File: src/rtl/debug_bridge_pkg.sv
// Shared opcodes, response codes, FSM states and bus payload type for the
// UART-to-debug-bus command bridge.
package debug_bridge_pkg;

    localparam int unsigned DBG_AW = 8;
    localparam int unsigned DBG_DW = 16;

    localparam logic [7:0] OP_WR   = 8'h57;
    localparam logic [7:0] OP_RD   = 8'h52;
    localparam logic [7:0] RSP_ACK = 8'h06;
    localparam logic [7:0] RSP_NAK = 8'h15;

    typedef enum logic [2:0] {
        ST_IDLE,
        ST_ADDR,
        ST_D0,
        ST_D1,
        ST_XFER,
        ST_RSP0,
        ST_RSP1
    } state_e;

    typedef struct packed {
        logic [DBG_DW-1:0] di;
        logic [DBG_AW-1:0] a;
    } dbg_req_t;

endpackage

File: src/rtl/debug_cmd_bridge.sv
// Parses write/read commands from an RX byte stream, runs one debug-bus
// transaction and returns ACK/NAK or the read data on a TX byte stream.
module debug_cmd_bridge
    import debug_bridge_pkg::*;
#(
    parameter int unsigned TIMEOUT_W = 10
) (
    input  logic              clk,
    input  logic              rst_n,
    input  logic [7:0]        rx_data,
    input  logic              rx_valid,
    output logic [7:0]        tx_data,
    output logic              tx_valid,
    input  logic              tx_ready,
    output logic [DBG_AW-1:0] dbg_a,
    output logic [DBG_DW-1:0] dbg_di,
    output logic              dbg_we,
    output logic              dbg_rd,
    input  logic [DBG_DW-1:0] dbg_do,
    input  logic              dbg_ready,
    output logic              busy,
    output logic              rx_overrun
);

    localparam logic [TIMEOUT_W-1:0] CNT_MAX = {TIMEOUT_W{1'b1}};

    state_e               state_q, state_d;
    logic [TIMEOUT_W-1:0] cnt_q, cnt_d;
    logic                 op_rd_q, op_rd_d;
    logic                 rsp_two_q, rsp_two_d;
    dbg_req_t             req_q, req_d;
    logic [DBG_DW-1:0]    resp_q, resp_d;
    logic                 we_q, we_d;
    logic                 rd_q, rd_d;
    logic                 tx_valid_q, tx_valid_d;
    logic                 busy_q;
    logic                 ovr_q, ovr_d;
    logic                 tc;

    // Terminal count: the 2**TIMEOUT_W-th cycle since the last clear.
    assign tc = (cnt_q == CNT_MAX);

    // Next-state and next-output logic.
    always_comb begin
        state_d    = state_q;
        cnt_d      = cnt_q;
        op_rd_d    = op_rd_q;
        rsp_two_d  = rsp_two_q;
        req_d      = req_q;
        resp_d     = resp_q;
        we_d       = we_q;
        rd_d       = rd_q;
        tx_valid_d = tx_valid_q;
        ovr_d      = ovr_q;

        if (rx_valid && (state_q inside {ST_XFER, ST_RSP0, ST_RSP1})) begin
            ovr_d = 1'b1;
        end

        case (state_q)
            ST_IDLE: begin
                if (rx_valid && (rx_data == OP_WR || rx_data == OP_RD)) begin
                    op_rd_d = (rx_data == OP_RD);
                    state_d = ST_ADDR;
                end
            end
            ST_ADDR: begin
                if (rx_valid) begin
                    req_d.a = rx_data;
                    if (op_rd_q) begin
                        rd_d    = 1'b1;
                        state_d = ST_XFER;
                    end else begin
                        state_d = ST_D0;
                    end
                end else if (tc) begin
                    state_d = ST_IDLE;
                end
            end
            ST_D0: begin
                if (rx_valid) begin
                    req_d.di[7:0] = rx_data;
                    state_d       = ST_D1;
                end else if (tc) begin
                    state_d = ST_IDLE;
                end
            end
            ST_D1: begin
                if (rx_valid) begin
                    req_d.di[15:8] = rx_data;
                    we_d           = 1'b1;
                    state_d        = ST_XFER;
                end else if (tc) begin
                    state_d = ST_IDLE;
                end
            end
            ST_XFER: begin
                // Ready in the terminal-count cycle takes priority over timeout.
                if (dbg_ready) begin
                    we_d       = 1'b0;
                    rd_d       = 1'b0;
                    tx_valid_d = 1'b1;
                    rsp_two_d  = op_rd_q;
                    resp_d     = op_rd_q ? dbg_do : DBG_DW'(RSP_ACK);
                    state_d    = ST_RSP0;
                end else if (tc) begin
                    we_d       = 1'b0;
                    rd_d       = 1'b0;
                    tx_valid_d = 1'b1;
                    rsp_two_d  = 1'b0;
                    resp_d     = DBG_DW'(RSP_NAK);
                    state_d    = ST_RSP0;
                end
            end
            ST_RSP0: begin
                if (tx_ready) begin
                    if (rsp_two_q) begin
                        resp_d  = DBG_DW'(resp_q[15:8]);
                        state_d = ST_RSP1;
                    end else begin
                        tx_valid_d = 1'b0;
                        state_d    = ST_IDLE;
                    end
                end
            end
            ST_RSP1: begin
                if (tx_ready) begin
                    tx_valid_d = 1'b0;
                    state_d    = ST_IDLE;
                end
            end
            default: begin
                state_d    = ST_IDLE;
                we_d       = 1'b0;
                rd_d       = 1'b0;
                tx_valid_d = 1'b0;
            end
        endcase

        // Shared timeout counter: cleared on any state change or received byte.
        if (state_d != state_q || rx_valid) begin
            cnt_d = '0;
        end else if (!tc) begin
            cnt_d = cnt_q + TIMEOUT_W'(1);
        end
    end

    always_ff @(posedge clk) begin
        if (!rst_n) begin
            state_q    <= ST_IDLE;
            cnt_q      <= '0;
            op_rd_q    <= 1'b0;
            rsp_two_q  <= 1'b0;
            req_q      <= '0;
            resp_q     <= '0;
            we_q       <= 1'b0;
            rd_q       <= 1'b0;
            tx_valid_q <= 1'b0;
            busy_q     <= 1'b0;
            ovr_q      <= 1'b0;
        end else begin
            state_q    <= state_d;
            cnt_q      <= cnt_d;
            op_rd_q    <= op_rd_d;
            rsp_two_q  <= rsp_two_d;
            req_q      <= req_d;
            resp_q     <= resp_d;
            we_q       <= we_d;
            rd_q       <= rd_d;
            tx_valid_q <= tx_valid_d;
            busy_q     <= (state_d != ST_IDLE);
            ovr_q      <= ovr_d;
        end
    end

    // The response byte on the wire is always the low byte of resp_q.
    assign tx_data    = resp_q[7:0];
    assign tx_valid   = tx_valid_q;
    assign dbg_a      = req_q.a;
    assign dbg_di     = req_q.di;
    assign dbg_we     = we_q;
    assign dbg_rd     = rd_q;
    assign busy       = busy_q;
    assign rx_overrun = ovr_q;

endmodule

File: config.mk
export PLATFORM = sky130hd
export DESIGN_NAME = debug_cmd_bridge
export DESIGN_NICKNAME = d
export VERILOG_FILES = /design/src/rtl/debug_bridge_pkg.sv /design/src/rtl/debug_cmd_bridge.sv
export SDC_FILE = /design/constraint.sdc
export NUM_CORES = 1
export LEC_CHECK = 0
export CAP_MARGIN = 20
export CORE_UTILIZATION = 50
export CTS_CLUSTER_DIAMETER = 200
export DETAILED_ROUTE_END_ITERATION = 8
export PLACE_DENSITY = 0.8
export SYNTH_ARGS = -nofsm -noshare
export SYNTH_HDL_FRONTEND = slang
export SYNTH_SLANG_ARGS = --single-unit
File: constraint.sdc
create_clock -name clk -period 3.1 [get_ports clk]
set_input_delay 0.465 -clock clk [delete_from_list [all_inputs] [get_ports clk]]
set_output_delay 0.465 -clock clk [all_outputs]
set_load 0.01 [all_outputs]
==> results.txt <==
----------------------------------------------------
[Run status]
  Run status ... complete, no violations

[Clocking]
  TritonCTS Buffers ... 9
  Number of buffers added for setup after CTS ... 0
  Largest buffer count on any clock path ... 2
  Clock Sink Count ... 60
  Worst-skew pair later-pin latency ... 0.34 ns
  H-tree depth ... 3
  Gates resized, CTS repair ... 0
  Clock tree from TritonCTS ... yes
  Number of hold-repair buffers added at the cts stage ... 0
  Clock transition time at the flip-flop clock pins of the worst setup and hold paths ... 0.07 ns
  Cell at the root of the clock tree ... clkbuf_8

[Logic synthesis]
  Proportion of netlist area held by the largest area contributor ... 42.53%
  Cell taking the most area after synthesis ... dfxtp_1
  Yosys warning total ... 0
  Number of synthesized flops with an enable pin ... 0
  Number of nets in the synthesized netlist ... 354
  Number of distinct library cells after synthesis ... 52
  Prevailing post-synth register cell ... dfxtp_1
  Post-synthesis async set-or-reset flop share ... 0%
  Flip-flop and latch count after synthesis ... 60
  Most numerous cell in the Yosys netlist ... nand2_1
  Post-Syn Instances ... 324
  Avg Synthesized Cell Area ... 8.716 um2
  Post-synth design cell area ... 0.002824 mm2
  Most numerous cell types in the synthesized netlist ... 64 x nand2_1, 60 x dfxtp_1, 21 x nand3_1, 19 x a21boi_0, 16 x o21ai_0
  Seq/Total Area, Yosys ... 42.53%
  Dominant cells by area after synthesis ... dfxtp_1 43%, nand2_1 8.5%, a21boi_0 5.1%

[Detailed routing]
  DRC violation total after the first TritonRoute iteration ... 179
  Vias per Instance ... 5.489
  Vias post-DR ... 2481
  Top layer used by detailed routing ... met4
  Routed metal-1 wirelength ... 2958 um
  Average wire length per cell after detail routing ... 14.20 um
  Total iterations of the first detailed-routing run ... 4
  Count of unresolved DRC violations after routing ... 0
  Total wire length after detailed routing ... 6418 um
  Routed met2 length ... 3044 um
  Routed length on met3 ... 391 um
  ANT nets after route ... 0

[Final layout]
  Net count of the finished layout ... 407
  Number of antenna cells inserted ... 0
  Fin util ... 69.52%
  Relative area change from synthesis to final layout ... 29.73%
  Fraction of final layout cells with drive strength greater than 1 ... 9.686%

[GRT]
  Global-route wire length before repair ... 10980 um
  Initial antenna violation count ... 0
  Total global-route track usage ... 23.42%
  Maximum number of pins on one net before global-route repair ... 33
  Grt ovf ... 0
  Number of global-route vias before repair ... 2259

[Worst setup path]
  Worst path arrival time ... 2.56 ns
  CP Capture Type ... flop
  Master of the slowest instance on the critical path ... clkdlybuf4s50_1
  CP peak stage delay ... 0.67 ns
  Family with the most delay on the worst path ... simple AND/OR/NAND/NOR gates
  Buf/Inv on CP ... 1
  Startpoint class of the critical path ... input pin
  Crit-path cells ... clkdlybuf4s50_1 -> nand2b_1 -> nor4_4 -> a221oi_4 -> mux2i_4 -> a2111oi_2
  Data required time at the worst endpoint ... 3.33 ns
  Highest net fanout along the worst path ... 10
  Category of the most critical setup path ... in2reg

[Power and ir drop]
  P_sw ... 0.3540 mW
  Maximum resistive drop on vdd ... 0.3243 mV
  Leakage component of the power ... 1.247 nW
  Fraction of power consumed by the clock network ... 45.2%
  Cell internal pwr ... 1.211 mW
  Sequential share of power ... 49.5%
  Power per unit of standard cell area ... 427.1 mW/mm2
  Sw frac ... 22.62%
  Proportion of power drawn by combinational gates ... 5.4%

[Run]
  Maxcap violations ... 0

[STA]
  Highest clock frequency the design can meet ... 0.4284 GHz
  Worst Skew ... 0.01011 ns
  Number of pins with negative max-slew slack in the final report ... 0
  Headroom to the max-slew limit ... 55.89%
  Sum Neg Setup Slack ... 0 ns
  Unrepaired setup endpoints after global routing ... false
  Count of final setup violators ... 0
  Final hold violation count ... 0
  Final critical path time including I/O delays and setup ... 2.334 ns
  Period Utilization, post-route ... 75.30%
  Slew of the pin with the lowest slew margin ... 0.6607 ns

[Floorplanning]
  Number of placement rows ... 26
  Starting utilization of the core area ... 53.58%
  Number of ports placed on the die boundary ... 66
  Die outline area ... 0.005952 mm2
  Die height ... 77.15 um
  Chip width ... 77.15 um
  Placeable core region ... 0.005270 mm2

[Placement]
  Number of buffers added on ports ... 65
  Hpwl dp ... 4469 um
  Final weighted congestion in routability-driven placement ... 0.8564

[Min path]
  Class of the most critical hold timing path ... reg2reg

----------------------------------------------------
-- routing by layer --
metal	GRT usage (%)	vias to the layer above
li1	-	1239
met1	31.43	1157
met2	35.40	83
met3	8.333	2
met4	6.226	0
met5	0	-
-- metrics by stage --
step,power (mW),hold WS (ns),cell area [um2],instances,worst slack [ns]
floorplan,0.8241,0.4360,2824,324,1.134
global placement,0.8740,0.4454,3462,436,0.5579
detailed placement,0.8747,0.4508,3462,436,0.4384
CTS,1.581,0.4607,3664,452,0.7711
global route,1.641,0.4837,3664,452,0.6097
finish,1.565,0.4582,3664,452,0.7658
-- worst paths after layout --
check	start	end	slack, ns	cells past startpoint
worst max-delay path	rx_valid	cnt_q[7]	0.77	6
worst min register to register	resp_q[10]	resp_q[10]	0.46	2
worst max register to register	cnt_q[0]	cnt_q[7]	0.89	6
worst min-delay path	resp_q[10]	resp_q[10]	0.46	2
-- area by class of cell --
cell class | count | area, um2
clock buffer | 10 | 137.6
clock inverter | 6 | 63.81
fill | 432 | 1607
inverter | 4 | 15.01
multi-input combinational | 230 | 1455
sequential | 60 | 1201
tap | 70 | 87.58
timing repair buffer | 72 | 703.2
-- cells by family (layout without fill, tap and decap cells) --
kind of cell | after synthesis | in the layout | share of synthesized area, %
flip-flops | 60 | 60 | 42.53
multiplexers | 10 | 10 | 3.988
XOR/XNOR | 6 | 6 | 1.861
AND/OR/NAND/NOR | 147 | 147 | 26.94
buffers and inverters | 34 | 92 | 6.158
adder cells (fa/ha/maj) | 1 | 1 | 0.4430
AO/OA/AOI/OAI | 66 | 66 | 18.08
-- layout by cell type (no fill, tap or decap), types with 10 or more instances in the layout --
cell type	synthesis	routed
a21boi_0	19	19
clkbuf_8	0	10
clkdlybuf4s50_1	0	65
dfxtp_1	60	60
nand2_1	64	64
nand3_1	21	21
nor2_1	11	11
nor2b_1	10	10
nor3_1	10	10
o21ai_0	16	16
-- power by group through the flow --
stage | Combinational, mW | Sequential, mW | Clock [mW]
4_1_cts | 0.0835 | 0.774 | 0.724
6_report | 0.0840 | 0.774 | 0.707
3_5_place_dp | 0.0829 | 0.792 | 0
5_1_grt | 0.0896 | 0.774 | 0.778
2_1_floorplan | 0.0330 | 0.791 | 0
3_3_place_gp | 0.0823 | 0.792 | 0
-- flip-flops by register name (all words and copies together) (netlist names) --
| name | cells |
|---|---|
| dbg_a | 8 |
| cnt_q | 10 |
| dbg_di | 16 |
| state_q | 3 |
| rx_overrun | 1 |
| tx_valid | 1 |
| dbg_we | 1 |
| dbg_rd | 1 |
| busy | 1 |
| op_rd_q | 1 |
| resp_q | 16 |
| rsp_two_q | 1 |
-- worst register-to-register path: stages, from the launching register on --
cell,delay [ns]
dfxtp_1,0.34
ha_1,0.27
and3_4,0.22
and3_1,0.29
o221ai_1,0.25
nand3b_1,0.38
a2111oi_2,0.35
Power figures use the tool's default switching activity.
